--- config.mk ---
export PLATFORM = sky130hd
export DESIGN_NAME = board_mem_arbiter_flat
export DESIGN_NICKNAME = d
export VERILOG_FILES = /design/src/rtl/board_mem_arbiter_if.sv /design/src/rtl/board_mem_arbiter.sv /design/src/flat_wrapper.sv
export SDC_FILE = /design/constraint.sdc
export NUM_CORES = 1
export LEC_CHECK = 0
export BUFFER_PORTS_ARGS = -buffer_cell sky130_fd_sc_hd__buf_2
export CORE_UTILIZATION = 29
export DETAILED_ROUTE_END_ITERATION = 12
export PLACE_DENSITY_LB_ADDON = 0.1
export SYNTH_ARGS = -nofsm -noshare
export SYNTH_HDL_FRONTEND = slang
export SYNTH_SLANG_ARGS = --single-unit
--- constraint.sdc ---
create_clock -name clock -period 1.7 [get_ports clock]
set_input_delay 0.255 -clock clock [delete_from_list [all_inputs] [get_ports clock]]
set_output_delay 0.255 -clock clock [all_outputs]
set_load 0.01 [all_outputs]
--- src/rtl/board_mem_arbiter_if.sv ---
// Board RAM sharing bus: three requester ports, grant/read-return signals and the RAM-side drive.
// The slave modport is the arbiter's view; master is the requesters plus RAM.
interface board_mem_arbiter_if #(
  parameter int unsigned ADDR_W = 10,
  parameter int unsigned DATA_W = 8,
  parameter int unsigned NREQ   = 3
);
  logic [NREQ-1:0]   req;
  logic [NREQ-1:0]   we;
  logic [ADDR_W-1:0] addr0;
  logic [ADDR_W-1:0] addr1;
  logic [ADDR_W-1:0] addr2;
  logic [DATA_W-1:0] wdata0;
  logic [DATA_W-1:0] wdata2;
  logic [NREQ-1:0]   gnt;
  logic [NREQ-1:0]   rvalid;
  logic [DATA_W-1:0] rdata;
  logic              cpu_stall;
  logic [ADDR_W-1:0] mem_addr;
  logic              mem_we;
  logic [DATA_W-1:0] mem_wdata;
  logic [DATA_W-1:0] mem_rdata;

  modport slave (
    input  req, we, addr0, addr1, addr2, wdata0, wdata2, mem_rdata,
    output gnt, rvalid, rdata, cpu_stall, mem_addr, mem_we, mem_wdata
  );

  modport master (
    output req, we, addr0, addr1, addr2, wdata0, wdata2, mem_rdata,
    input  gnt, rvalid, rdata, cpu_stall, mem_addr, mem_we, mem_wdata
  );
endinterface

--- src/rtl/board_mem_arbiter.sv ---
// Rotating-priority arbiter for the single-port Minesweeper board RAM shared by CPU (0),
// VGA renderer (1, read-only) and input/cursor handler (2); returns tagged read data.
module board_mem_arbiter #(
  parameter int unsigned ADDR_W = 10,
  parameter int unsigned DATA_W = 8,
  parameter int unsigned NREQ   = 3
) (
  input  logic                  clock,
  input  logic                  reset,
  board_mem_arbiter_if.slave    bus
);

  localparam int unsigned PTR_W = 2;
  // Ports allowed to write; the VGA port's we is ignored.
  localparam logic [NREQ-1:0] WR_CAPABLE = NREQ'(3'b101);

  logic [PTR_W-1:0]  ptr_q;
  logic [PTR_W-1:0]  ptr_d;
  logic [NREQ-1:0]   rvalid_q;
  logic [NREQ-1:0]   rvalid_d;

  logic [NREQ-1:0]   gnt_c;
  logic [PTR_W-1:0]  gnt_idx_c;
  logic              gnt_any_c;
  logic [PTR_W-1:0]  scan_c;

  logic [ADDR_W-1:0] mem_addr_c;
  logic              mem_we_c;
  logic [DATA_W-1:0] mem_wdata_c;

  function automatic logic [PTR_W-1:0] wrap_inc(input logic [PTR_W-1:0] i);
    return (i >= PTR_W'(2)) ? PTR_W'(0) : PTR_W'(i + PTR_W'(1));
  endfunction

  // First requester found scanning ptr, ptr+1, ptr+2 (mod 3) wins.
  always_comb begin
    gnt_c     = '0;
    gnt_idx_c = '0;
    gnt_any_c = 1'b0;
    scan_c    = ptr_q;
    for (int k = 0; k < 3; k++) begin
      if (!gnt_any_c && bus.req[scan_c]) begin
        gnt_any_c = 1'b1;
        gnt_idx_c = scan_c;
      end
      scan_c = wrap_inc(scan_c);
    end
    if (gnt_any_c) begin
      gnt_c[gnt_idx_c] = 1'b1;
    end
  end

  // RAM drive follows the owner; all zero when idle.
  always_comb begin
    mem_addr_c  = '0;
    mem_we_c    = 1'b0;
    mem_wdata_c = '0;
    if (gnt_any_c) begin
      case (gnt_idx_c)
        2'd0: begin
          mem_addr_c  = bus.addr0;
          mem_we_c    = bus.we[0];
          mem_wdata_c = bus.wdata0;
        end
        2'd1: begin
          mem_addr_c  = bus.addr1;
        end
        2'd2: begin
          mem_addr_c  = bus.addr2;
          mem_we_c    = bus.we[2];
          mem_wdata_c = bus.wdata2;
        end
        default: begin
          mem_addr_c  = '0;
        end
      endcase
    end
  end

  always_comb begin
    ptr_d    = ptr_q;
    rvalid_d = gnt_c & ~(bus.we & WR_CAPABLE);
    if (gnt_any_c) begin
      ptr_d = wrap_inc(gnt_idx_c);
    end
  end

  always_ff @(posedge clock) begin
    if (reset) begin
      ptr_q    <= '0;
      rvalid_q <= '0;
    end else begin
      ptr_q    <= ptr_d;
      rvalid_q <= rvalid_d;
    end
  end

  // Reset in the return cycle hides a pending pulse so the requester re-issues.
  assign bus.rvalid    = reset ? '0 : rvalid_q;
  assign bus.rdata     = (|bus.rvalid) ? bus.mem_rdata : '0;
  assign bus.gnt       = gnt_c;
  assign bus.cpu_stall = bus.req[0] & ~gnt_c[0];
  assign bus.mem_addr  = mem_addr_c;
  assign bus.mem_we    = mem_we_c;
  assign bus.mem_wdata = mem_wdata_c;

  a_gnt_onehot: assert property (@(posedge clock) $onehot0(bus.gnt));
  a_ptr_range:  assert property (@(posedge clock) ptr_q != PTR_W'(3));
  a_rvalid_oh:  assert property (@(posedge clock) $onehot0(bus.rvalid));

endmodule
--- src/flat_wrapper.sv ---
// flat-port wrapper written by rule: the top's interface ports become plain ports
module board_mem_arbiter_flat 
#(
  parameter int unsigned ADDR_W = 10,
  parameter int unsigned DATA_W = 8,
  parameter int unsigned NREQ   = 3
)
  (clock, reset, bus_req, bus_we, bus_addr0, bus_addr1, bus_addr2, bus_wdata0, bus_wdata2, bus_mem_rdata, bus_gnt, bus_rvalid, bus_rdata, bus_cpu_stall, bus_mem_addr, bus_mem_we, bus_mem_wdata);
  board_mem_arbiter_if #(.ADDR_W(ADDR_W), .DATA_W(DATA_W), .NREQ(NREQ)) bus_i ();
  input  logic clock;
  input  logic reset;
  input wire logic [$bits(bus_i.req)-1:0] bus_req;
  input wire logic [$bits(bus_i.we)-1:0] bus_we;
  input wire logic [$bits(bus_i.addr0)-1:0] bus_addr0;
  input wire logic [$bits(bus_i.addr1)-1:0] bus_addr1;
  input wire logic [$bits(bus_i.addr2)-1:0] bus_addr2;
  input wire logic [$bits(bus_i.wdata0)-1:0] bus_wdata0;
  input wire logic [$bits(bus_i.wdata2)-1:0] bus_wdata2;
  input wire logic [$bits(bus_i.mem_rdata)-1:0] bus_mem_rdata;
  output wire logic [$bits(bus_i.gnt)-1:0] bus_gnt;
  output wire logic [$bits(bus_i.rvalid)-1:0] bus_rvalid;
  output wire logic [$bits(bus_i.rdata)-1:0] bus_rdata;
  output wire logic [$bits(bus_i.cpu_stall)-1:0] bus_cpu_stall;
  output wire logic [$bits(bus_i.mem_addr)-1:0] bus_mem_addr;
  output wire logic [$bits(bus_i.mem_we)-1:0] bus_mem_we;
  output wire logic [$bits(bus_i.mem_wdata)-1:0] bus_mem_wdata;
  assign bus_i.req = bus_req;
  assign bus_i.we = bus_we;
  assign bus_i.addr0 = bus_addr0;
  assign bus_i.addr1 = bus_addr1;
  assign bus_i.addr2 = bus_addr2;
  assign bus_i.wdata0 = bus_wdata0;
  assign bus_i.wdata2 = bus_wdata2;
  assign bus_i.mem_rdata = bus_mem_rdata;
  assign bus_gnt = bus_i.gnt;
  assign bus_rvalid = bus_i.rvalid;
  assign bus_rdata = bus_i.rdata;
  assign bus_cpu_stall = bus_i.cpu_stall;
  assign bus_mem_addr = bus_i.mem_addr;
  assign bus_mem_we = bus_i.mem_we;
  assign bus_mem_wdata = bus_i.mem_wdata;
  board_mem_arbiter #(.ADDR_W(ADDR_W), .DATA_W(DATA_W), .NREQ(NREQ)) u_core (.clock(clock), .reset(reset), .bus(bus_i));
endmodule
=== After elaboration in Yosys (flattened, before gate mapping) ===
Cells that the tools add are included.
W data, S select, Z words.

* Output and inout bits: 34
* Input bits: 62
* Register bits: 5
* Logic and storage cells: 52

* Equal/unequal tests: 2
* $lt $le $gt $ge: 8
* Bitwise operators: 4
* Add/sub/neg operators: 3
* Multiplexer cells: 26
* Reductions and logical operators: 7

{| class="wikitable"
|+ Operators with widths
! cell !! count
|-
| $pmux W10 S3 || 1
|-
| $mux W8 || 2
|-
| $pmux W8 S2 || 1
|-
| $lt A2 B3 Y1 const B || 4
|-
| $mux W2 || 6
|-
| $mux W10 || 1
|-
| $mux W1 || 8
|-
| $add A2 B1 Y2 const B || 3
|-
| $bmux W1 S2 || 3
|-
| $ge A2 B2 Y1 const B || 3
|-
| $mux W3 || 2
|-
| $and A3 B3 Y3 || 1
|-
| $logic_and A1 B1 Y1 || 3
|-
| $not A3 Y3 || 1
|-
| $reduce_or A3 Y1 || 1
|-
| $demux W1 S2 || 1
|-
| $eq A2 B1 Y1 const B || 1
|-
| $eq A2 B2 Y1 const B || 1
|-
| $ge A2 B1 Y1 const B || 1
|-
| $logic_not A1 Y1 || 2
|-
| $logic_not A2 Y1 || 1
|-
| $pmux W1 S2 || 1
|-
| $and A1 B1 Y1 || 1
|-
| $not A1 Y1 || 1
|}

=== Logic depth before layout (Yosys ltp) ===
Gate-level depths: netlist (run 1).

* Word-level depth: 16
* Depth in mapped cells: 5
* Mapped depth without buffers: 4

=== Least setup slack after synthesis (run 1) ===
Ideal clock, no wire load.

* Path type: register to output
* Start: reg u_core.ptr_q[1]
* End: out bus_mem_addr[2]
* Arrival time: 1280 ps
* Path slack: 165 ps
* Required time: 1445 ps
* Stages on the path, launching flop included: 6
* Path buffers: 1
* Path through: dfxtp_1 > a21oi_2 > o211a_4 > buf_6 > a32o_1 > a31o_1

* Cells in the longest elaborated chain, start to end: 12

{| class="wikitable"
|+ RTL lines
! what !! line !! RTL
|-
| start, declared || board_mem_arbiter.sv:17 || <nowiki>logic [PTR_W-1:0] ptr_q;</nowiki>
|-
| start signal, assigned || board_mem_arbiter.sv:93 || <nowiki>ptr_q <= ptr_d;</nowiki>
|-
| parallel branches: the longest is 11 deep, another holds $add A2 B1 Y2 || - ||
|-
| $mux W10 * || board_mem_arbiter.sv:58 || <nowiki>if (gnt_any_c) begin</nowiki>
|-
| end, declared || flat_wrapper.sv:24 || <nowiki>output wire logic [$bits(bus_i.mem_addr)-1:0] bus_mem_addr;</nowiki>
|}

Mark *: on every way between the ends. The select of a mux whose other input is x is not followed.

=== Final worst setup path (run 1) ===
* Start: reg u_core.ptr_q[1]
* End: out bus_mem_addr[7]

The elaborated chain is that of the path after synthesis.

==> results of run 1 <==
layout make-up:
cell class                 count  area (µm²)  area share (%)
tap                           27        33.8            2.66
clock buffer                   4        26.3            2.07
timing repair buffer          99         515            40.6
inverter                       1        3.75           0.295
multi-input combinational     65         584            46.0
sequential                     5         108            8.46
stage by stage:
step	cell area (µm²)	setup WS [ns]	util, %	hold WS (ns)
2_1_floorplan	661	0.165	-	0.331
5_1_grt	1270	-0.134	62.3	0.191
6_report	1270	-0.0752	62.3	0.191
3_5_place_dp	1140	-0.0116	55.9	0.441
4_1_cts	1260	-0.0922	61.5	0.186
3_3_place_gp	1140	0.0143	55.9	0.437
critical path: cells and delay by family, from the launching register on:
kind	cells	cell delay (ns)
AO/OA/AOI/OAI	4	0.73
buffers and inverters	1	0.13
flip-flops	1	0.40
sequential cells by signal, summed over array words and instances, names as in the netlist:
signal	cells
u_core.rvalid_q	3
u_core.ptr_q	2
kinds of logic (layout without fill, tap and decap cells):
logic type / after synthesis / after routing / synth area share [%]
buffers and inverters: 9 / 104 / 8.71
AOI/OAI and AO/OA: 37 / 39 / 53.2
and+or+nand+nor: 26 / 26 / 22.9
DFF: 5 / 5 / 15.2
cell usage in the layout (no fill, tap or decap), drive strengths merged:
cell / instances
o211a: 2
a21oi: 5
nand3b: 1
nor3: 2
clkbuf: 4
nor2b: 6
inv: 1
or3: 1
a31o: 10
a32o: 10
nand2: 1
nor2: 4
buf: 99
and2: 9
nor3b: 2
o311a: 1
dfxtp: 5
a21boi: 1
a22o: 9
o21bai: 1
layer usage:
| metal | wire (µm) | vias up | part of all wire (%) | track usage, % |
|---|---|---|---|---|
| li1 | - | 507 | - | - |
| met1 | 854 | 438 | 36 | 15.7 |
| met2 | 1300 | 63 | 54 | 39.6 |
| met5 | 0 | - | 0 | 0 |
| met3 | 219 | 2 | 9.1 | 3.70 |
| met4 | 25 | 0 | 1.0 | 8.57 |
power groups by stage:
stage | Sequential (µW) | Clock (µW) | Combinational, µW
floorplan | 131 | 0 | 196
finish | 134 | 140 | 371
detailed placement | 133 | 0 | 339
global route | 135 | 153 | 401
CTS | 133 | 141 | 368
global placement | 133 | 0 | 333
how the worst min path moves through the flow:
stage,endpoint,cells after the start
5_1_grt,u_core.rvalid_q[0],2
6_report,u_core.rvalid_q[0],2
2_1_floorplan,u_core.rvalid_q[0],1
4_1_cts,u_core.rvalid_q[0],2
3_5_place_dp,u_core.rvalid_q[2],2
3_3_place_gp,u_core.rvalid_q[0],2
timing repair:
item	in CTS	in global routing
setup buffers	1	0
cloned	2	0
endpoints found under the setup margin	22	19
pin swaps	17	11
gates resized for setup	15	2
==> impl_table.tex, run 1 <==
\begin{tabular}{lr}
\hline
Metric & Value \\
\hline
\multicolumn{2}{l}{\textbf{Power and ir drop}} \\
\quad PwrDens & just over 500 nW/µm² \\
\quad Logic pwr share & a little under three fifths \\
\quad Sequential fraction of design power & a little over a fifth \\
\quad Clk pwr share & 21.7\% \\
\quad Sw Pwr & about 230 µW \\
\quad Power, Total & 645 µW \\
\quad Int Power & between 400 and 500 µW \\
\quad Worst voltage drop across the vdd grid & around 260 µV \\
\quad Sw Share & a little over a third \\
\quad Leakage power summed over all cells & 0.000671 µW \\
\multicolumn{2}{l}{\textbf{STA}} \\
\quad Final cycle utilization of the critical path & 104\% \\
\quad Final WS setup & -0.0752 ns \\
\quad Endpoints failing setup & 19 \\
\quad Setup repair after global routing missed its margin & yes \\
\quad Achievable frequency & approximately 560 MHz \\
\quad Worst-case clock skew & roughly 0.0025 ns \\
\quad Shortest clock period the worst path allows after layout & between 1.5 and 2 ns \\
\quad Slew Limit Fails & 0 \\
\quad Slew margin rel. & around 77\% \\
\quad Slew at the pin with the worst max-slew slack & around 0.34 ns \\
\quad TNS Setup & -0.725 ns \\
\quad Number of failing hold endpoints at the final stage & 0 \\
\multicolumn{2}{l}{\textbf{Worst setup path}} \\
\quad Crit path launch & u\_core.ptr\_q[1] \\
\quad Worst setup path end & bus\_mem\_addr[7] \\
\quad R2r worst-path depth & 5 \\
\quad R2r startpoint & u\_core.ptr\_q[1] \\
\quad Path type of the worst setup path & reg -> out \\
\quad Cell-by-cell trace of the critical path & a21oi\_4 -> o211a\_4 -> a32o\_1 -> a31o\_1 -> buf\_2 \\
\quad CP max stage delay & $\sim$0.4 ns \\
\quad Data arrival time of the critical path & about 1.5 ns \\
\quad Critical path endpoint category & primary output \\
\quad R2R Setup Slk & between 0.5 and 0.6 ns \\
\quad Worst path required time & $\sim$1.4 ns \\
\quad Worst path slowest cell & dfxtp\_4 \\
\quad Terminus of the critical flop-to-flop path & u\_core.ptr\_q[1] \\
\quad Maximum fanout count along the critical path & 8 \\
\quad Launching element type of the critical path & register \\
\multicolumn{2}{l}{\textbf{CTS}} \\
\quad Deepest clock path buffer count & 2 \\
\quad Clock transition at path regs & around 0.05 ns \\
\quad Insertion delay to the later sink of the worst-skew pair & roughly 0.24 ns \\
\quad Master cell of the clock root buffer & clkbuf\_4 \\
\quad Depth of the CTS H-tree & 1 \\
\quad CTS tree & done \\
\quad Total clock buffers created by CTS & 3 \\
\quad Total of hold buffers inserted after clock tree synthesis & 0 \\
\quad Clock Sinks & 5 \\
\multicolumn{2}{l}{\textbf{Floorplanning}} \\
\quad Vertical die dimension & 49.7 µm \\
\quad Number of cell rows & 16 \\
\quad Initial standard-cell utilization of the core & around a third \\
\quad Die extent in x & 49.7 µm \\
\quad Boundary pin count & 96 \\
\quad Overall die area & between 2000 and 2500 µm² \\
\quad Core area & between 2000 and 2500 µm² \\
\multicolumn{2}{l}{\textbf{Logic synthesis}} \\
\quad Syn\_nets & 139 \\
\quad Cell type contributing the most total cell area after synthesis & a32o\_1 \\
\quad Count of flip-flops with a built-in enable after synthesis & 0 \\
\quad Top cells by instance count after synthesis & a31o\_1 (10), a32o\_1 (10), a22o\_1 (9), and2\_1 (9), nor2b\_1 (6) \\
\quad Yosys top cell area share & approximately 15\% \\
\quad Share of the yosys chip area belonging to registers & $\sim$15\% \\
\quad Commonest register cell after synthesis & dfxtp\_1 \\
\quad Post-synth design cell area & 661 µm² \\
\quad Syn\_area\_per\_cell & around 8.6 µm² \\
\quad Post-synthesis instance total & 77 \\
\quad Flops \& latches, synth & 5 \\
\quad Number of warning messages in the yosys log & 0 \\
\quad Proportion of register bits with asynchronous set or reset after synthesis & 0\% \\
\quad Number of library cell types mapped by synthesis & 24 \\
\quad Main area contributors after synthesis & a32o\_1 (15\%), dfxtp\_1 (15\%), a31o\_1 (13\%) \\
\multicolumn{2}{l}{\textbf{Status}} \\
\quad Status & finished, violations left \\
\quad Failing checks & negative setup slack \\
\multicolumn{2}{l}{\textbf{Global route}} \\
\quad Leftover overflow at the end of global routing & 0 \\
\quad Gr usage total & 18.7\% \\
\quad Number of global-route vias before repair & around 900 \\
\quad Initial antenna violation count & 0 \\
\quad Largest net degree at the start of global routing & 14 \\
\quad First-pass GRT wire length & approximately 3600 µm \\
\multicolumn{2}{l}{\textbf{Cells and area}} \\
\quad Total of fill cells in the finished design & roughly 190 \\
\quad Antenna diodes & 0 \\
\quad P\&R area growth vs syn & 92.4\% \\
\quad Fraction of final layout cells with drive strength greater than 1 & 66.1\% \\
\quad Final net count & about 240 \\
\quad Post-Layout Cell Count & roughly 200 \\
\multicolumn{2}{l}{\textbf{Routing}} \\
\quad Remaining number of nets flagged by the antenna check after routing & 0 \\
\quad Via Count & a little over 1000 \\
\quad Detailed Routing Iterations Pass 1 & 4 \\
\quad Wire length per cell after detailed routing & about 12 µm \\
\quad Routed wire length & $\sim$2400 µm \\
\quad DR vias/cell & between 5 and 6 \\
\quad 1st-iter DRT viols & 7 \\
\quad DR DRC count & 0 \\
\multicolumn{2}{l}{\textbf{Place}} \\
\quad Cell count after placement & roughly 190 \\
\quad Port Buffers & 94 \\
\quad Gpl congestion & approximately 0.64 \\
\multicolumn{2}{l}{\textbf{Flow run}} \\
\quad Number of max-capacitance violations reported & 0 \\
\multicolumn{2}{l}{\textbf{Min path}} \\
\quad Hold path start & bus\_we[0] \\
\quad Worst Hold Class & in -> reg \\
\hline
\end{tabular}
Power figures use the tool's default switching activity.
==> run 2, diff against run 1 <==
--- a/config.mk
+++ b/config.mk
@@ -8,7 +8,7 @@
 export BUFFER_PORTS_ARGS = -buffer_cell sky130_fd_sc_hd__buf_2
 export CORE_UTILIZATION = 29
 export DETAILED_ROUTE_END_ITERATION = 12
-export PLACE_DENSITY_LB_ADDON = 0.1
+export PLACE_DENSITY = 0.79
 export SYNTH_ARGS = -nofsm -noshare
 export SYNTH_HDL_FRONTEND = slang
 export SYNTH_SLANG_ARGS = --single-unit
==> run 2 against run 1 <==
The flow still finishes with violations (negative setup slack); combinational power is 2% higher; clock skew fell by 0.00070 ns; global-route usage is 0.36 points higher; routed wire length is 2.1% higher; count of clock-buffer cells in the layout is the same; critical path depth up 1; via count increased by 0.89%; largest cell class unchanged; highest routed layer unchanged.
==> impl_table.tex, run 2 (synthesis gave the netlist of run 1 again) <==
\begin{tabular}{lr}
\hline
Metric & Value \\
\hline
\multicolumn{2}{l}{\textbf{Status}} \\
\quad Status & finished, violations left (unchanged) \\
\quad Failing checks & negative setup slack (unchanged) \\
\multicolumn{2}{l}{\textbf{Cells and area}} \\
\quad Register containing the most flip-flops in the final layout & u\_core.rvalid\_q (unchanged) \\
\quad Final core occ & 62.2\% (was 62.3\%) \\
\quad Antenna diodes & 0 (unchanged) \\
\quad Final net count & 236 (was 237) \\
\quad Commonest non-fill, non-tap cell in the layout & buf\_2 (unchanged) \\
\quad Fraction of final layout cells with drive strength greater than 1 & 65.9\% (was 66.1\%) \\
\quad P\&R area growth vs syn & 92.2\% (was 92.4\%) \\
\quad Biggest registers after layout & u\_core.rvalid\_q x3, u\_core.ptr\_q x2 (unchanged) \\
\quad Flip-flop count of the largest register, all copies and words added & 3 (unchanged) \\
\quad Highest-count cells in the layout ignoring fill and taps & buf\_2 (94), a32o\_1 (10), a31o\_1 (10), a22o\_1 (9), and2\_1 (8) (unchanged) \\
\multicolumn{2}{l}{\textbf{Worst setup path}} \\
\quad Path type of the worst setup path & reg -> out (unchanged) \\
\quad Launching element type of the critical path & register (unchanged) \\
\quad Critical path endpoint category & primary output (unchanged) \\
\quad Data arrival time of the critical path & 1.52 ns (about the same) \\
\quad CP max stage delay & 0.36 ns (was 0.40 ns) \\
\quad Cell-by-cell trace of the critical path & nor2b\_4 -> o21bai\_4 -> buf\_12 -> a32o\_1 -> a31o\_1 -> buf\_2 (was a21oi\_4 -> o211a\_4 -> a32o\_1 -> a31o\_1 -> buf\_2) \\
\quad R2r worst-path depth & 5 (unchanged) \\
\quad Worst setup path end & bus\_mem\_addr[8] (was bus\_mem\_addr[7]) \\
\quad R2r startpoint & u\_core.ptr\_q[0] (was u\_core.ptr\_q[1]) \\
\quad Worst path required time & 1.44 ns (about the same) \\
\quad Crit path launch & u\_core.ptr\_q[0] (was u\_core.ptr\_q[1]) \\
\quad R2R Setup Slk & 0.51 ns (about the same) \\
\quad Maximum fanout count along the critical path & 12 (was 8) \\
\quad Worst path slowest cell & dfxtp\_4 (unchanged) \\
\quad Terminus of the critical flop-to-flop path & u\_core.ptr\_q[1] (unchanged) \\
\multicolumn{2}{l}{\textbf{Floorplanning}} \\
\quad Boundary pin count & 96 (unchanged) \\
\quad Initial standard-cell utilization of the core & 32.4\% (unchanged) \\
\quad Number of cell rows & 16 (unchanged) \\
\quad Vertical die dimension & 49.7 µm (unchanged) \\
\quad Core area & 2040 µm² (unchanged) \\
\quad Overall die area & 2470 µm² (unchanged) \\
\quad Die extent in x & 49.7 µm (unchanged) \\
\multicolumn{2}{l}{\textbf{Global route}} \\
\quad Fraction of met2 tracks used by global routing & 38.5\% (was 39.6\%) \\
\quad Met3 routing resource usage after global routing & 4.63\% (was 3.70\%) \\
\quad Number of global-route vias before repair & 960 (was 897) \\
\quad First-pass GRT wire length & 3690 µm (was 3580 µm) \\
\quad GR Layer Usage met1 & 17.2\% (was 15.7\%) \\
\quad Largest net degree at the start of global routing & 14 (unchanged) \\
\quad Leftover overflow at the end of global routing & 0 (unchanged) \\
\quad Initial antenna violation count & 0 (unchanged) \\
\quad Most heavily used metal layer in global routing & met2 (unchanged) \\
\quad Gr usage total & 19.0\% (was 18.7\%) \\
\multicolumn{2}{l}{\textbf{Min path}} \\
\quad Worst Hold Class & in -> reg (unchanged) \\
\multicolumn{2}{l}{\textbf{STA}} \\
\quad Shortest clock period the worst path allows after layout & 1.78 ns (about the same) \\
\quad Setup repair after global routing missed its margin & yes (unchanged) \\
\quad Worst-case clock skew & 0.00181 ns (was 0.00252 ns) \\
\quad Number of failing hold endpoints at the final stage & 0 (unchanged) \\
\quad Slew Limit Fails & 0 (unchanged) \\
\quad Endpoints failing setup & 10 (was 19) \\
\quad Final WS setup & -0.0786 ns (was -0.0752 ns) \\
\quad Achievable frequency & 562 MHz (was 563 MHz) \\
\quad Slew at the pin with the worst max-slew slack & 0.329 ns (was 0.341 ns) \\
\quad Slew margin rel. & 78.0\% (was 77.2\%) \\
\quad Final cycle utilization of the critical path & 105\% (was 104\%) \\
\multicolumn{2}{l}{\textbf{Power and ir drop}} \\
\quad PwrDens & 506 nW/µm² (was 507 nW/µm²) \\
\quad Clk pwr share & 20.8\% (was 21.7\%) \\
\quad Sequential fraction of design power & 20.5\% (was 20.8\%) \\
\quad Sw Pwr & 228 µW (was 232 µW) \\
\quad Logic pwr share & 58.7\% (was 57.5\%) \\
\quad Int Power & 415 µW (was 413 µW) \\
\quad Leakage power summed over all cells & 0.000666 µW (was 0.000671 µW) \\
\quad Sw Share & 35.5\% (was 36.0\%) \\
\quad Worst voltage drop across the vdd grid & 289 µV (was 264 µV) \\
\multicolumn{2}{l}{\textbf{Place}} \\
\quad Pre-CTS worst setup slack & 0.0126 ns (was -0.0116 ns) \\
\quad Port Buffers & 94 (unchanged) \\
\quad Gpl congestion & 0.754 (was 0.641) \\
\quad HPWL after detailed placement & between 1500 and 2000 µm \\
\multicolumn{2}{l}{\textbf{CTS}} \\
\quad Insertion delay to the later sink of the worst-skew pair & 0.24 ns (about the same) \\
\quad Master cell of the clock root buffer & clkbuf\_4 (unchanged) \\
\quad Total clock buffers created by CTS & 3 (unchanged) \\
\quad Depth of the CTS H-tree & 1 (unchanged) \\
\quad Clock Sinks & 5 (unchanged) \\
\quad Deepest clock path buffer count & 2 (unchanged) \\
\quad CTS tree & done (unchanged) \\
\quad Clock transition at path regs & 0.04 ns (was 0.05 ns) \\
\quad Total of hold buffers inserted after clock tree synthesis & 0 (unchanged) \\
\multicolumn{2}{l}{\textbf{Routing}} \\
\quad DR vias/cell & 5.10 (was 5.02) \\
\quad DR DRC count & 0 (unchanged) \\
\quad Remaining number of nets flagged by the antenna check after routing & 0 (unchanged) \\
\quad Routed wire length & 2450 µm (was 2400 µm) \\
\quad Detailed Routing Iterations Pass 1 & 4 (unchanged) \\
\quad 1st-iter DRT viols & 10 (was 7) \\
\quad Via Count & 1019 (was 1010) \\
\quad Wire length per cell after detailed routing & 12.2 µm (was 11.9 µm) \\
\multicolumn{2}{l}{\textbf{Flow run}} \\
\quad Number of max-capacitance violations reported & 0 (unchanged) \\
\hline
\end{tabular}
[run 2: changes by cell type in the layout (fill, tap and decap cells not counted)]
cell	before	now
a21boi_4	1	0
and2_2	1	0
a21boi_2	0	1
buf_12	0	1
and2_4	0	1
buf_4	3	1
[run 2: metal layers]
layer,part of all wire [%],vias to the layer above
li1,-,507
met2,51,78
met5,0,-
met3,13,4
met4,1.5,0
met1,35,430
[run 2: power by group through the flow]
stage	sequential [µW]	combinational, µW	clock [µW]
finish	132	377	134
global route	133	406	152
CTS	132	372	141
detailed placement	133	345	0
global placement	132	341	0
floorplan	131	196	0
[run 2: final cells by class]
type,count,area [µm²]
Clock buffer,4,26.3
Timing Repair Buffer,98,520
Sequential cell,5,108
Inverter,1,3.75
Multi-Input combinational cell,65,578
Fill cell,194,772
Tap cell,27,33.8
[run 2: timing repair]
action,4_1_cts,5_1_grt
pin swaps,2,15
gates cloned,2,0
endpoints found under the setup margin,22,19
gates resized for setup,14,3
setup buffers,1,0
[run 2: worst min-delay path by stage]
| stage | start | to | cells past startpoint |
|---|---|---|---|
| 2_1_floorplan | bus_we[0] | u_core.rvalid_q[0] | 1 |
| 3_3_place_gp | bus_we[0] | u_core.rvalid_q[0] | 2 |
| 3_5_place_dp | bus_we[2] | u_core.rvalid_q[2] | 2 |
| 4_1_cts | bus_we[2] | u_core.rvalid_q[2] | 2 |
| 5_1_grt | bus_we[2] | u_core.rvalid_q[2] | 2 |
| 6_report | bus_we[2] | u_core.rvalid_q[2] | 2 |
[run 2: per-stage QoR]
step	area [µm²]	TNS (ns)	hold WS, ns	instances	power, µW
floorplan	661	0	0.331	77	327
finish	1270	-0.716	0.203	200	643
CTS	1260	-0.730	0.198	200	645
global placement	1150	0	0.441	193	473
global route	1270	-1.40	0.187	200	690
detailed placement	1150	0	0.450	193	478
[run 2: critical path: cells and delay by family, from the launching register on]
family / cells / cell delay (ns)
buffers and inverters: 2 / 0.29
AND/OR/NAND/NOR: 1 / 0.12
AO/OA/AOI/OAI: 3 / 0.51
flip-flops: 1 / 0.36
==> run 3, diff against run 2 <==
==> constraint.sdc (replaced) <==
create_clock -name clock -period 1.7 [get_ports clock]
set_input_delay 0.085 -clock clock [delete_from_list [all_inputs] [get_ports clock]]
set_output_delay 0.085 -clock clock [all_outputs]
set_load 0.01 [all_outputs]
==> run 3 against run 2 <==
The flow now finishes without violations; maximum frequency up 6.8%; via count down 0.69%; utilization down 4.8 points; critical path depth down 2; clock power about the same; register-to-register slack worse by 0.06 ns; largest power group unchanged; worst setup slack better by 0.11 ns.
==> impl_table.tex, run 3 (synthesis gave the netlist of run 1 again) <==
\begin{tabular}{lr}
\hline
Metric & Value \\
\hline
\multicolumn{2}{l}{\textbf{Status}} \\
\quad Status & finished, final reports clean (was finished, violations left) \\
\multicolumn{2}{l}{\textbf{Cells and area}} \\
\quad Fraction of final layout cells with drive strength greater than 1 & 64.7\% (was 65.9\%) \\
\quad Multi-input gate area in the final layout & 520 µm² (was 578 µm²) \\
\quad Commonest non-fill, non-tap cell in the layout & buf\_2 (unchanged) \\
\quad Antenna diodes & 0 (unchanged) \\
\quad P\&R area growth vs syn & 77.5\% (was 92.2\%) \\
\quad Sequential cell area & 103 µm² (was 108 µm²) \\
\quad Total of fill cells in the finished design & 197 (was 194) \\
\quad Final net count & 233 (was 236) \\
\quad Highest-count cells in the layout ignoring fill and taps & buf\_2 (94), a32o\_1 (10), a31o\_1 (10), a22o\_1 (9), and2\_1 (8) (unchanged) \\
\quad Post-Layout Cell Count & 197 (was 200) \\
\quad Biggest registers after layout & u\_core.rvalid\_q x3, u\_core.ptr\_q x2 (unchanged) \\
\quad Flip-flop count of the largest register, all copies and words added & 3 (unchanged) \\
\quad Register containing the most flip-flops in the final layout & u\_core.rvalid\_q (unchanged) \\
\multicolumn{2}{l}{\textbf{Routing}} \\
\quad M1 wire length & 842 µm (was 863 µm) \\
\quad Wire length per cell after detailed routing & 11.6 µm (was 12.2 µm) \\
\quad Met3 layer wire length in the routed design & 270 µm (was 307 µm) \\
\quad 1st-iter DRT viols & 10 (unchanged) \\
\quad Top Metal Used & met4 (unchanged) \\
\quad Via Count & 1012 (was 1019) \\
\quad WL met2 & 1150 µm (was 1240 µm) \\
\quad DR vias/cell & 5.14 (was 5.10) \\
\quad DR DRC count & 0 (unchanged) \\
\quad Routed wire length & 2280 µm (was 2450 µm) \\
\quad Remaining number of nets flagged by the antenna check after routing & 0 (unchanged) \\
\quad Detailed Routing Iterations Pass 1 & 4 (unchanged) \\
\multicolumn{2}{l}{\textbf{CTS}} \\
\quad Clock transition at path regs & 0.04 ns (about the same) \\
\quad Total of hold buffers inserted after clock tree synthesis & 0 (unchanged) \\
\quad Setup Buffers After CTS & 0 (was 1) \\
\quad CTS tree & done (unchanged) \\
\quad Depth of the CTS H-tree & 1 (unchanged) \\
\quad Total clock buffers created by CTS & 3 (unchanged) \\
\quad Deepest clock path buffer count & 2 (unchanged) \\
\quad Insertion delay to the later sink of the worst-skew pair & 0.24 ns (about the same) \\
\quad Master cell of the clock root buffer & clkbuf\_4 (unchanged) \\
\quad Clock Sinks & 5 (unchanged) \\
\multicolumn{2}{l}{\textbf{Global route}} \\
\quad First-pass GRT wire length & 3300 µm (was 3690 µm) \\
\quad Gr usage total & 17.4\% (was 19.0\%) \\
\quad Leftover overflow at the end of global routing & 0 (unchanged) \\
\quad Largest net degree at the start of global routing & 15 (was 14) \\
\quad Initial antenna violation count & 0 (unchanged) \\
\quad Number of global-route vias before repair & 857 (was 960) \\
\multicolumn{2}{l}{\textbf{STA}} \\
\quad Worst-case clock skew & 0.00296 ns (was 0.00181 ns) \\
\quad Number of failing hold endpoints at the final stage & 0 (unchanged) \\
\quad Slew at the pin with the worst max-slew slack & 0.334 ns (was 0.329 ns) \\
\quad Final cycle utilization of the critical path & 97.9\% (was 105\%) \\
\quad Final WS setup & 0.0351 ns (was -0.0786 ns) \\
\quad Slew margin rel. & 77.7\% (was 78.0\%) \\
\quad Slew Limit Fails & 0 (unchanged) \\
\quad Setup repair after global routing missed its margin & yes (unchanged) \\
\quad Achievable frequency & 601 MHz (was 562 MHz) \\
\quad Worst Hold Margin & 0.0215 ns (was 0.203 ns) \\
\quad TNS Setup & 0 ns (was -0.716 ns) \\
\quad Shortest clock period the worst path allows after layout & 1.66 ns (was 1.78 ns) \\
\quad Endpoints failing setup & 0 (was 10) \\
\multicolumn{2}{l}{\textbf{Place}} \\
\quad Cell count after placement & 192 (was 193) \\
\quad Port Buffers & 94 (unchanged) \\
\quad Pre-CTS worst setup slack & 0.0938 ns (was 0.0126 ns) \\
\quad Gpl congestion & 0.759 (was 0.754) \\
\multicolumn{2}{l}{\textbf{Power and ir drop}} \\
\quad Sequential fraction of design power & 21.6\% (was 20.5\%) \\
\quad Logic pwr share & 56.2\% (was 58.7\%) \\
\quad Clk pwr share & 22.2\% (was 20.8\%) \\
\quad Power, Total & 609 µW (was 643 µW) \\
\quad Leakage power summed over all cells & 0.000632 µW (was 0.000666 µW) \\
\quad Int Power & 394 µW (was 415 µW) \\
\quad Worst voltage drop across the vdd grid & 414 µV (was 289 µV) \\
\quad Sw Pwr & 215 µW (was 228 µW) \\
\quad Sw Share & 35.4\% (was 35.5\%) \\
\quad PwrDens & 520 nW/µm² (was 506 nW/µm²) \\
\multicolumn{2}{l}{\textbf{Floorplanning}} \\
\quad Number of cell rows & 16 (unchanged) \\
\quad Overall die area & 2470 µm² (unchanged) \\
\quad Core area & 2040 µm² (unchanged) \\
\quad Die extent in x & 49.7 µm (unchanged) \\
\quad Vertical die dimension & 49.7 µm (unchanged) \\
\quad Initial standard-cell utilization of the core & 32.4\% (unchanged) \\
\quad Boundary pin count & 96 (unchanged) \\
\multicolumn{2}{l}{\textbf{Worst setup path}} \\
\quad Launching element type of the critical path & register (unchanged) \\
\quad Maximum fanout count along the critical path & 13 (was 12) \\
\quad Path type of the worst setup path & reg -> out (unchanged) \\
\quad Critical path endpoint category & primary output (unchanged) \\
\quad Data arrival time of the critical path & 1.58 ns (was 1.52 ns) \\
\quad Worst path required time & 1.62 ns (was 1.44 ns) \\
\multicolumn{2}{l}{\textbf{Min path}} \\
\quad Worst Hold Class & in -> reg (unchanged) \\
\multicolumn{2}{l}{\textbf{Flow run}} \\
\quad Number of max-capacitance violations reported & 0 (unchanged) \\
\hline
\end{tabular}
-- run 3: power by group through the flow --
stage,Sequential (µW),Combinational (µW),Clock [µW]
after floorplan,131,196,0
after global placement,132,332,0
after detailed placement,133,337,0
after CTS,132,338,141
after global routing,132,370,151
final,132,342,135
-- run 3: final cells by class --
class                      instances  share of cell area, %
clock buffer                       4                   2.24
tap                               27                   2.88
sequential                         5                   8.75
multi-input combinational         64                   44.4
inverter                           1                  0.320
timing repair buffer              96                   41.4
-- run 3: worst max-delay path: stages, from the launching register on --
cell and delay [ns]:
dfxtp_2 0.38, inv_1 0.05, o311a_2 0.50, a22o_1 0.27, buf_2 0.14
-- run 3: metrics by stage --
stage | util (%) | cell area [µm²]
2_1_floorplan | - | 661
3_3_place_gp | 55.1 | 1130
3_5_place_dp | 55.1 | 1130
4_1_cts | 56.7 | 1160
5_1_grt | 57.4 | 1170
6_report | 57.4 | 1170
-- run 3: timing repair --
action | in CTS | in global routing
gates resized for setup | 4 | 2
pin swaps | 0 | 1
cloned | 0 | 1
setup endpoints to repair | 20 | 19
-- run 3: worst paths after layout --
path | cells past startpoint | slack [ns] | from | to
setup / recovery | 4 | 0.04 | u_core.ptr_q[0] | bus_mem_wdata[7]
hold / removal | 2 | 0.02 | bus_we[2] | u_core.rvalid_q[2]
setup reg to reg | 4 | 0.45 | u_core.ptr_q[0] | u_core.ptr_q[0]
hold reg to reg | 2 | 0.56 | u_core.ptr_q[0] | u_core.ptr_q[0]
-- run 3: layer usage --
layer / global-route usage, % / vias up
li1: - / 495
met1: 15.9 / 438
met2: 36.0 / 77
met3: 4.32 / 2
met4: 5.71 / 0
met5: 0 / -
